### src/rtl/sevseg_pair_to_binary.sv
// Two-digit seven-segment (active-low {a..g}) reader: debounces the pair, then decodes it to 0..15.
// Optional saturating illegal-pattern counter on err_cnt when SEVSEG_ERRCNT_EN is defined.
module sevseg_pair_to_binary #(
  parameter int unsigned STABLE_CYCLES = 4
) (
  input  logic       clk,
  input  logic       rst_n,
  input  logic [6:0] seg_s,
  input  logic [6:0] seg_r,
  output logic [3:0] value,
  output logic       valid,
  output logic       err
`ifdef SEVSEG_ERRCNT_EN
  ,
  output logic [7:0] err_cnt
`endif
);

  localparam int unsigned CntW = $clog2(STABLE_CYCLES + 1);
  localparam logic [CntW-1:0] CntMax = CntW'(STABLE_CYCLES - 1);

  typedef enum logic [0:0] {StHold, StSettle} state_e;

  state_e          state_q, state_d;
  logic [13:0]     snap_q, snap_d;
  logic [CntW-1:0] cnt_q, cnt_d;
  logic [3:0]      value_q, value_d;
  logic            valid_q, valid_d;
  logic            err_q, err_d;

  logic [13:0] sample;
  logic [3:0]  ones;
  logic        ones_ok, tens, tens_ok, legal;
  logic [4:0]  sum;

  assign sample = {seg_r, seg_s};

  // Decode works on the snapshot, which equals the input on the decode edge.
  always_comb begin
    ones    = 4'd0;
    ones_ok = 1'b1;
    case (snap_q[6:0])
      7'b0000001: ones = 4'd0;
      7'b1001111: ones = 4'd1;
      7'b0010010: ones = 4'd2;
      7'b0000110: ones = 4'd3;
      7'b1001100: ones = 4'd4;
      7'b0100100: ones = 4'd5;
      7'b0100000: ones = 4'd6;
      7'b0001111: ones = 4'd7;
      7'b0000000: ones = 4'd8;
      7'b0001100: ones = 4'd9;
      default:    ones_ok = 1'b0;
    endcase
    tens    = 1'b0;
    tens_ok = 1'b1;
    case (snap_q[13:7])
      7'b0000001: tens = 1'b0;
      7'b1001111: tens = 1'b1;
      default:    tens_ok = 1'b0;
    endcase
    sum   = (tens ? 5'd10 : 5'd0) + {1'b0, ones};
    legal = ones_ok && tens_ok && (sum <= 5'd15);
  end

  always_comb begin
    state_d = state_q;
    snap_d  = snap_q;
    cnt_d   = cnt_q;
    value_d = value_q;
    valid_d = 1'b0;
    err_d   = 1'b0;
    case (state_q)
      StHold: begin
        if (sample != snap_q) begin
          snap_d  = sample;
          cnt_d   = '0;
          state_d = StSettle;
        end
      end
      StSettle: begin
        if (sample != snap_q) begin
          snap_d = sample;
          cnt_d  = '0;
        end else if (cnt_q == CntMax) begin
          state_d = StHold;
          if (legal) begin
            value_d = sum[3:0];
            valid_d = 1'b1;
          end else begin
            err_d = 1'b1;
          end
        end else begin
          cnt_d = cnt_q + CntW'(1);
        end
      end
      default: state_d = StHold;
    endcase
  end

  always_ff @(posedge clk or negedge rst_n) begin
    if (!rst_n) begin
      state_q <= StHold;
      snap_q  <= 14'h3FFF;
      cnt_q   <= '0;
      value_q <= 4'd0;
      valid_q <= 1'b0;
      err_q   <= 1'b0;
    end else begin
      state_q <= state_d;
      snap_q  <= snap_d;
      cnt_q   <= cnt_d;
      value_q <= value_d;
      valid_q <= valid_d;
      err_q   <= err_d;
    end
  end

  assign value = value_q;
  assign valid = valid_q;
  assign err   = err_q;

`ifdef SEVSEG_ERRCNT_EN
  logic [7:0] err_cnt_q;

  always_ff @(posedge clk or negedge rst_n) begin
    if (!rst_n) begin
      err_cnt_q <= 8'd0;
    end else if (err_d && (err_cnt_q != 8'hFF)) begin
      err_cnt_q <= err_cnt_q + 8'd1;
    end
  end

  assign err_cnt = err_cnt_q;
`endif

endmodule
### config.mk
export PLATFORM = sky130hd
export DESIGN_NAME = sevseg_pair_to_binary
export DESIGN_NICKNAME = d
export VERILOG_FILES = /design/src/rtl/sevseg_pair_to_binary.sv
export SDC_FILE = /design/constraint.sdc
export NUM_CORES = 1
export LEC_CHECK = 0
export BUFFER_PORTS_ARGS = -buffer_cell sky130_fd_sc_hd__buf_4
export CORE_MARGIN = 10
export CORE_UTILIZATION = 41
export DETAILED_ROUTE_END_ITERATION = 8
export RECOVER_POWER = 25
export SYNTH_ARGS = -nofsm -noshare
export SYNTH_HDL_FRONTEND = slang
export SYNTH_SLANG_ARGS = --single-unit
### constraint.sdc
create_clock -name clk -period 2.75 [get_ports clk]
set_input_delay 0.1375 -clock clk [delete_from_list [all_inputs] [get_ports clk]]
set_output_delay 0.1375 -clock clk [all_outputs]
set_load 0.03 [all_outputs]
==> results by group, run 1 <==
Run status
  – Status: complete, no violations

STA
  – Total negative slack: 0 ps
  – Final period util: 0.937
  – Setup violators final: 0
  – RSZ-0062 raised after global routing: no
  – Crit path time final: 2580 ps
  – Slew Limit Fails: 0
  – Slew Limit Headroom: 0.166
  – Fmax: 388 MHz
  – Worst Clk Skew: 7.03 ps
  – Setup WS post-layout: 173 ps
  – Final-report hold violation count: 0
  – Tightest Pin Transition: 1250 ps

Route
  – Via density per instance: 4.93
  – DRT Pass-1 Iters: 6
  – DR vias: 937
  – Post-DRT Antenna Nets: 0
  – Routed WL: 2.47 mm
  – # DRC: 0
  – DRT iter0 DRCs: 53
  – WL/cell: 13.0 um

Floorplan
  – DIE HEIGHT: 76.8 um
  – I/O Pins: 22
  – Area of the die: 5890 um^2
  – Initial Utilization: 0.429
  – Site Rows: 20
  – Placeable core region: 3080 um^2
  – Die X: 76.8 um

Clock network
  – Setup bufs post-CTS: 0
  – Worst-case clock buffer depth: 2
  – CTS tree: built
  – Clk_lat worst skew: 320 ps
  – H-tree Lvls: 1
  – Post-CTS resize count: 0
  – # clock sinks: 24
  – Clock root buffer master: clkbuf_4
  – Cts bufs inserted: 3
  – Reg clk slew, reported paths: 140 ps

Critical path
  – Startpoint type of the worst setup path: register
  – Reg2Reg Setup Slack: 170 ps
  – Worst setup path endpoint: value[0]
  – Crit-path max FO: 10
  – CP cell instances: or4b_2, o32ai_1, nor2_1, inv_1, ha_1, nand2_1, a21oi_1, a211oi_2, nand2_2, mux2_4
  – Worst-case reg-to-reg path depth: 10
  – RR Endpoint: value[0]
  – Worst EP arrival: 2790 ps
  – Buf+Inv Stages, Crit Path: 1
  – CP max stage delay: 640 ps
  – RR Startpoint: snap_q[5]
  – Worst path depth: 10
  – CP delay by family, top: simple AND/OR/NAND/NOR gates
  – Critical path capture point type: register
  – Critical path required time: 2960 ps
  – Critical path class: register to register
  – Crit. Startpoint: snap_q[5]
  – Slowest cell on crit path: dfstp_2

Power and ir drop
  – Worst VDD drop: 0.292 mV
  – Leak: 0.735 nW
  – Clk pwr share: 0.356
  – Psw: 0.157 mW
  – Reg power frac: 0.538
  – Internal Power: 0.564 mW
  – PwrDens: 437 nW/um^2
  – Comb pwr share: 0.106
  – Sw frac: 0.217

Job
  – MaxCap Viol Count: 0

Global routing
  – Vias in the first global route: 981
  – Initial antenna violation count: 0
  – First-pass GRT wire length: 4.38 mm
  – Pin count of the biggest net entering global routing: 25
  – GRT overflow: 0
  – Gr usage total: 0.0862

Worst hold path
  – Worst hold stages: 2
  – Hold WC Path Type: input port to register

Yosys
  – Synth cell count leaders: clkbuf_1, xor2_1, dfstp_2, dfrtp_1, nor2_1
  – Top_reg_cell synth: dfstp_2
  – Post-synth EDFFs: 0
  – Yosys reg bits: 24
  – Post-Syn Nets: 145
  – Sequential fraction of the synthesis area: 0.468
  – Mapped Avg Cell Area: 10.7 um^2
  – Asr flop ratio synth: 1.00
  – Synth area leader: dfstp_2
  – Synth area leaders: dfstp_2, dfrtp_1, xor2_1
  – Yosys cell types: 38
  – Netlist Area Pre-Place: 1320 um^2
  – Synth Instances: 124
  – Yosys warns: 0
  – Top cell type's share of synthesized area: 0.278

Final layout
  – Fillers: 277
  – Layout cells sized above 1: 0.336
  – FF/Latch Area: 618 um^2
  – # diodes: 0
  – Fin nets: 168
  – Multi-input gate area: 611 um^2
  – P&R area growth vs syn: 25.0%

Placement
  – PortBufs: 21
  – Routability cong.: 0.801
  – DP Worst Slack: 200 ps
  – Hpwl dp: 1.87 mm
## flip-flops by register name, indices dropped and copies added (netlist names)
| register | flops |
|---|---|
| cnt_q | 3 |
| snap_q | 14 |
| valid | 1 |
| state_q | 1 |
| err | 1 |
| value | 4 |
## worst min path at each step
stage | startpoint | endpoint | slack (ps)
floorplan | rst_n | cnt_q[0] | -160
global placement | rst_n | valid | 50
detailed placement | rst_n | valid | 50
CTS | rst_n | valid | 240
global route | seg_r[4] | snap_q[11] | 440
finish | seg_r[4] | snap_q[11] | 460
## per-stage QoR
| step | cell area [um^2] | cells | hold slack (ps) | power [mW] | util |
|---|---|---|---|---|---|
| detailed placement | 1460 | 171 | 53.3 | 0.456 | 0.473 |
| finish | 1650 | 190 | 460 | 0.721 | 0.537 |
| global placement | 1460 | 171 | 52.1 | 0.455 | 0.473 |
| global route | 1650 | 190 | 441 | 0.760 | 0.537 |
| floorplan | 1320 | 124 | -158 | 0.428 | - |
| CTS | 1660 | 190 | 235 | 0.735 | 0.539 |
## kinds of logic (layout without fill, tap and decap cells)
kind of cell             after synthesis  in the layout  synth area share
buffers and inverters                 22             44            0.0701
XOR/XNOR                              17             17             0.113
AND/OR/NAND/NOR                       40             40             0.184
flip-flops                            24             24             0.468
AO/OA/AOI/OAI                         11             11            0.0653
multiplexers                           5              5            0.0530
adder cells (fa/ha/maj)                5              5            0.0473
## area by class of cell
| cell class | count | share of cell area |
|---|---|---|
| Clock buffer | 3 | 0.0136 |
| Timing Repair Buffer | 36 | 0.182 |
| Clock inverter | 1 | 0.0182 |
| Inverter | 4 | 0.00909 |
| Sequential cell | 24 | 0.374 |
| Multi-Input combinational cell | 78 | 0.370 |
| Tap cell | 44 | 0.0333 |
## placed cells by master (no fill, tap or decap), types with 3 or more instances in the layout
cell / Yosys / final
a211oi_1: 5 / 5
dfrtp_1: 10 / 10
dlygate4sd3_1: 0 / 15
nor4_1: 3 / 3
mux2_4: 4 / 4
buf_4: 0 / 17
or3_1: 3 / 3
xor2_1: 15 / 15
nand2_1: 6 / 6
ha_1: 5 / 5
nor2_1: 7 / 7
clkbuf_4: 0 / 5
dfstp_2: 14 / 14
inv_1: 4 / 4
## power by group through the flow
stage / registers, mW / logic [mW] / clock network (mW)
global placement: 0.393 / 0.0618 / 0
detailed placement: 0.394 / 0.0622 / 0
finish: 0.388 / 0.0762 / 0.257
CTS: 0.388 / 0.0794 / 0.267
global route: 0.391 / 0.0858 / 0.283
floorplan: 0.385 / 0.0434 / 0
## what timing repair did
| item | CTS | global route |
|---|---|---|
| endpoints found under the hold margin | 38 | 0 |
| hold buffers | 15 | 0 |
| setup endpoints to repair | 0 | 0 |
## routing by layer
layer | vias to the layer above | global-route usage | share of wire | wire length (um)
li1 | 472 | - | - | -
met1 | 441 | 0.104 | 0.46 | 1130
met2 | 22 | 0.145 | 0.49 | 1200
met3 | 2 | 0.0221 | 0.049 | 121
met4 | 0 | 0.0279 | 0.0053 | 13
met5 | - | 0 | 0 | 0
Power figures use the tool's default switching activity.
==> inputs of run 2 (changes only) <==
==> constraint.sdc (replaced) <==
create_clock -name clk -period 2.75 [get_ports clk]
set_input_delay 0.4125 -clock clk [delete_from_list [all_inputs] [get_ports clk]]
set_output_delay 0.4125 -clock clk [all_outputs]
set_load 0.03 [all_outputs]
==> results by group, run 2 (same netlist as run 1, synthesis figures left out) <==
STA
  – Worst Clk Skew: 2.44 ps (-4.60 ps)
  – Setup violators final: 0 (unchanged)
  – Slew Limit Headroom: 0.740 (+0.573)
  – Total negative slack: 0 ps (unchanged)
  – Slew Limit Fails: 0 (unchanged)
  – Crit path time final: 2580 ps (+0.846 ps)
  – Final period util: 0.938 (about the same)
  – Final-report hold violation count: 0 (unchanged)
  – RSZ-0062 raised after global routing: no
  – Tightest Pin Transition: 381 ps (-870 ps)
  – Fmax: 388 MHz (about the same)

Route
  – Via density per instance: 5.05 (+2.3%)
  – DRT Pass-1 Iters: 6 (unchanged)
  – DR vias: 888 (-5.2%)
  – Routed WL: 2.41 mm (-2.4%)
  – Post-DRT Antenna Nets: 0 (unchanged)
  – # DRC: 0 (unchanged)
  – WL/cell: 13.7 um (+5.4%)
  – DRT iter0 DRCs: 73 (+38%)

Final layout
  – Most frequent cells in the layout: xor2_1, dfstp_2, clkbuf_1
  – Post-route cell area: 1470 um^2 (-11%)
  – # diodes: 0 (unchanged)
  – Number of flip-flops in the largest register: 14 (unchanged)
  – P&R area growth vs syn: 11.3%
  – Fillers: 301 (+8.7%)
  – Most common cell after layout, fill and taps aside: xor2_1
  – Largest Register: snap_q
  – Layout cells sized above 1: 0.288 (-0.0477)
  – Multi-input gate area: 611 um^2 (unchanged)
  – Fin nets: 154 (-8.3%)
  – FF/Latch Area: 618 um^2 (unchanged)

Floorplan
  – Die X: 76.8 um (unchanged)
  – Initial Utilization: 0.429 (unchanged)
  – DIE HEIGHT: 76.8 um (unchanged)
  – I/O Pins: 22 (unchanged)
  – Placeable core region: 3080 um^2 (unchanged)
  – Site Rows: 20 (unchanged)
  – Area of the die: 5890 um^2 (unchanged)

Run status
  – Status: complete, no violations

Global routing
  – Gr usage total: 0.0841 (-0.00218)
  – Pin count of the biggest net entering global routing: 25 (unchanged)
  – M3 GR Usage: 0.0221 (unchanged)
  – GRT overflow: 0 (unchanged)
  – Busiest metal layer after global routing: met2
  – Vias in the first global route: 914 (-6.8%)
  – Met2 usage in global routing: 0.138 (-0.00675)
  – Initial antenna violation count: 0 (unchanged)
  – First-pass GRT wire length: 4.24 mm (-3.3%)
  – Grt met1 use: 0.103 (-0.000750)

Power and ir drop
  – Leak: 0.637 nW (-13%)
  – PwrDens: 476 nW/um^2 (+9.0%)
  – Pwr Total: 0.700 mW (-3.0%)
  – Worst VDD drop: 0.246 mV (-16%)

Placement
  – Cell Area, Placed: 1460 um^2 (unchanged)
  – Routability cong.: 0.801 (unchanged)
  – Hpwl dp: 1.87 mm (unchanged)
  – PortBufs: 21 (unchanged)

Worst hold path
  – Hold wc startpoint: seg_r[2]
  – Hold WC Path Type: input port to register
  – WHS Endpoint: snap_q[9]
  – Worst hold stages: 1 (-1)

Clock network
  – Clock root buffer master: clkbuf_4
  – Cts bufs inserted: 3 (unchanged)
  – CTS tree: built
  – # clock sinks: 24 (unchanged)
  – Setup bufs post-CTS: 0 (unchanged)
  – H-tree Lvls: 1 (unchanged)
  – Worst-case clock buffer depth: 2 (unchanged)
  – Reg clk slew, reported paths: 140 ps (about the same)
  – Clk_lat worst skew: 310 ps (about the same)

Critical path
  – Reg2Reg Setup Slack: 170 ps (about the same)
  – Worst-case reg-to-reg path depth: 10 (unchanged)
  – Worst EP arrival: 2790 ps (about the same)
  – RR Startpoint: snap_q[5]
  – Critical path capture point type: register
  – Critical path required time: 2970 ps (about the same)
  – Critical path class: register to register
  – Startpoint type of the worst setup path: register
  – Crit-path max FO: 10 (unchanged)
  – RR Endpoint: value[0]

Job
  – MaxCap Viol Count: 0 (unchanged)
[run 2: changes by cell type in the layout (fill, tap and decap cells not counted)]
cell	previous run	this run
buf_4	17	8
clkbuf_1	2	13
clkbuf_4	5	3
dlygate4sd3_1	15	1
[run 2: worst max-delay path by stage]
stage,startpoint,end,slack [ps],cells after the start
after detailed placement,snap_q[5],value[1],200,10
after global routing,snap_q[5],value[0],40,10
after global placement,snap_q[5],value[0],280,10
after floorplan,snap_q[5],value[0],280,11
after CTS,snap_q[5],value[0],180,10
final,snap_q[5],value[0],170,10
[run 2: critical path, cell delays in order (launching register included)]
cell and delay, ps:
dfstp_2 640, or4b_2 590, o32ai_1 130, nor2_1 110, inv_1 70, ha_1 170
nand2_1 80, a21oi_1 160, a211oi_2 70, nand2_2 160, mux2_4 310
[run 2: per-stage QoR]
step                std cells  worst slack [ps]  hold WS, ps  utilization
finish                    176               172          180        0.478
global route              176              44.9          148        0.478
CTS                       176               182          180        0.493
detailed placement        171               200          328        0.473
global placement          171               280          327        0.473
floorplan                 124               276          117            -
[run 2: report_power, final]
group | total (mW) | internal, mW | switching (mW)
Sequential | 0.388 | 0.373 | 0.0155
Clock | 0.257 | 0.147 | 0.110
Combinational | 0.0544 | 0.0251 | 0.0293
Total | 0.700 | 0.545 | 0.154
[run 2: what timing repair did]
| action | in CTS | in global routing |
|---|---|---|
| hold buffers | 1 | 0 |
| resized for setup | 0 | 0 |
| endpoints found under the hold margin | 10 | 0 |
[run 2: final cells by class]
cell class              count  area share
well taps                  44      0.0374
clock buffers               3      0.0153
inverters                   4      0.0102
multi-input cells          78       0.415
clock inverters             1      0.0204
repair buffers             22      0.0809
flip-flops and latches     24       0.420
[run 2: per-layer routing]
| metal | vias to the layer above | part of all wire |
|---|---|---|
| li1 | 442 | - |
| met1 | 425 | 0.48 |
| met2 | 19 | 0.47 |
| met3 | 2 | 0.046 |
| met4 | 0 | 0.0054 |
| met5 | - | 0 |
==> inputs of run 3 (changes only) <==
--- a/config.mk
+++ b/config.mk
@@ -7,8 +7,9 @@
 export LEC_CHECK = 0
 export BUFFER_PORTS_ARGS = -buffer_cell sky130_fd_sc_hd__buf_4
 export CORE_MARGIN = 10
-export CORE_UTILIZATION = 41
+export CORE_UTILIZATION = 55
 export DETAILED_ROUTE_END_ITERATION = 8
+export PLACE_DENSITY = 0.76
 export RECOVER_POWER = 25
 export SYNTH_ARGS = -nofsm -noshare
 export SYNTH_HDL_FRONTEND = slang
==> results by group, run 3 (same netlist as run 1, synthesis figures left out) <==
Run status
  – Status: complete, no violations

Clock network
  – Clock root buffer master: clkbuf_4
  – CTS tree: built
  – H-tree Lvls: 1 (unchanged)
  – Worst-case clock buffer depth: 2 (unchanged)
  – Reg clk slew, reported paths: 130 ps (about the same)
  – Clk_lat worst skew: 330 ps (+20 ps)
  – Cts bufs inserted: 3 (unchanged)
  – # clock sinks: 24 (unchanged)

Critical path
  – Critical path class: register to register
  – RR Endpoint: value[3]
  – CP cell instances: or4b_2, o32ai_1, nor2_1, inv_1, ha_1, nand2_1, o21ai_1, a211oi_2, nand2_2, mux2_4
  – Slowest cell on crit path: dfstp_2
  – Worst-case reg-to-reg path depth: 10 (unchanged)
  – RR Startpoint: snap_q[5]
  – Crit-path max FO: 10 (unchanged)
  – Startpoint type of the worst setup path: register
  – Worst EP arrival: 2840 ps (+50 ps)
  – Critical path required time: 2970 ps (about the same)
  – CP max stage delay: 640 ps (about the same)
  – Reg2Reg Setup Slack: 140 ps (-30 ps)
  – Critical path capture point type: register

Placement
  – Hpwl dp: 1.90 mm (+1.8%)
  – Cell Area, Placed: 1440 um^2 (-1.4%)
  – Placed insts: 155 (-9.4%)
  – Routability cong.: 0.873 (+8.9%)
  – DP Worst Slack: 171 ps (-28.6 ps)
  – PortBufs: 21 (unchanged)

STA
  – Tightest Pin Transition: 408 ps (+27.4 ps)
  – Slew Limit Headroom: 0.721 (-0.0188)
  – Worst Clk Skew: 5.10 ps (+2.66 ps)
  – Final period util: 0.950 (+0.0125)
  – Setup WS post-layout: 137 ps (-34.5 ps)
  – Fmax: 383 MHz (-1.3%)
  – Total negative slack: 0 ps (unchanged)
  – Setup violators final: 0 (unchanged)
  – Hold Slack: 169 ps (-10.5 ps)
  – RSZ-0062 raised after global routing: no
  – Slew Limit Fails: 0 (unchanged)
  – Final-report hold violation count: 0 (unchanged)
  – Crit path time final: 2610 ps (+34.5 ps)

Worst hold path
  – Hold WC Path Type: input port to register
  – Hold wc startpoint: seg_r[1]
  – Worst hold stages: 1 (unchanged)
  – WHS Endpoint: snap_q[8]

Route
  – WL/cell: 15.2 um (+11%)
  – # DRC: 0 (unchanged)
  – DRT iter0 DRCs: 33 (-55%)
  – Routed WL: 2.43 mm (+0.79%)
  – DR vias: 877 (-1.2%)
  – Via density per instance: 5.48 (+8.6%)
  – DRT Pass-1 Iters: 4 (-2)
  – Post-DRT Antenna Nets: 0 (unchanged)

Power and ir drop
  – Leak: 0.637 nW (unchanged)
  – Internal Power: 0.545 mW (about the same)
  – Sw frac: 0.221 (+0.000671)
  – Worst VDD drop: 0.420 mV (+71%)
  – Pwr Total: 0.700 mW (+0.14%)
  – Psw: 0.155 mW (+0.44%)
  – Clk pwr share: 0.368 (about the same)
  – PwrDens: 483 nW/um^2 (+1.5%)
  – Comb pwr share: 0.077 (about the same)
  – Reg power frac: 0.554 (about the same)

Floorplan
  – I/O Pins: 22 (unchanged)
  – Initial Utilization: 0.586 (+0.157)
  – DIE HEIGHT: 69.0 um (-10%)
  – Site Rows: 17 (-15%)
  – Die X: 69.0 um (-10%)
  – Placeable core region: 2250 um^2 (-27%)
  – Area of the die: 4760 um^2 (-19%)

Final layout
  – Layout cells sized above 1: 0.288 (unchanged)
  – Largest Register: snap_q
  – # diodes: 0 (unchanged)
  – Fillers: 201 (-33%)
  – Final core utilization: 0.643 (+0.166)
  – P&R area growth vs syn: 9.75%
  – Fin nets: 154 (unchanged)
  – Most common cell after layout, fill and taps aside: xor2_1
  – Fin cells: 160 (-9.1%)
  – Number of flip-flops in the largest register: 14 (unchanged)
  – Most frequent cells in the layout: xor2_1, dfstp_2, clkbuf_1
  – Post-route cell area: 1450 um^2 (-1.4%)

Job
  – MaxCap Viol Count: 0 (unchanged)

Global routing
  – GRT overflow: 0 (unchanged)
  – Initial antenna violation count: 0 (unchanged)
  – Gr usage total: 0.105 (+0.0208)
  – Pin count of the biggest net entering global routing: 25 (unchanged)
  – Vias in the first global route: 925 (+1.2%)
  – First-pass GRT wire length: 4.21 mm (-0.64%)
## run 3: cell counts in the layout (fill, tap and decap cells not counted)
No cell type changed its count.
## run 3: worst max path at each step
stage | startpoint | cells past startpoint | end | slack (ps)
floorplan | snap_q[5] | 11 | value[0] | 280
global route | snap_q[5] | 10 | value[0] | 10
CTS | snap_q[5] | 10 | value[3] | 140
global placement | snap_q[5] | 10 | value[0] | 280
detailed placement | snap_q[5] | 10 | value[3] | 170
finish | snap_q[5] | 10 | value[3] | 140
## run 3: power groups by stage
stage                     logic, mW  registers, mW  clock network [mW]
final                        0.0542          0.388               0.258
after floorplan              0.0434          0.385                   0
after CTS                    0.0629          0.388               0.267
after global placement       0.0611          0.393                   0
after detailed placement     0.0615          0.394                   0
after global routing         0.0614          0.391               0.283
## run 3: routing by layer
layer  GRT usage  part of all wire  vias to the layer above
met4      0.0532             0.022                        0
li1            -                 -                      439
met5           0                 0                        -
met2       0.163              0.47                       20
met3      0.0399             0.066                        5
met1       0.122              0.45                      413
## run 3: final cells by class
class	count	area, um^2	share of cell area
clock buffer	3	22.5	0.0155
clock inverter	1	30.0	0.0207
inverter	4	15.0	0.0104
multi-input combinational	78	611	0.421
sequential	24	618	0.426
tap	28	35.0	0.0242
timing repair buffer	22	119	0.0820
## run 3: repair_timing
action                     in CTS  in global routing
setup endpoints to repair       0                  0
hold buffers                    1                  0
setup buffers                   0                  0
hold endpoints to repair       10                  0
gates resized for setup         0                  0
## run 3: worst max-delay path: cells and delay by family (launching register included)
kind | cells | cell delay (ps)
AOI/OAI and AO/OA | 3 | 370
DFF | 1 | 640
and+or+nand+nor | 4 | 930
buffers and inverters | 1 | 70
muxes | 1 | 310
adders and majority gates | 1 | 180
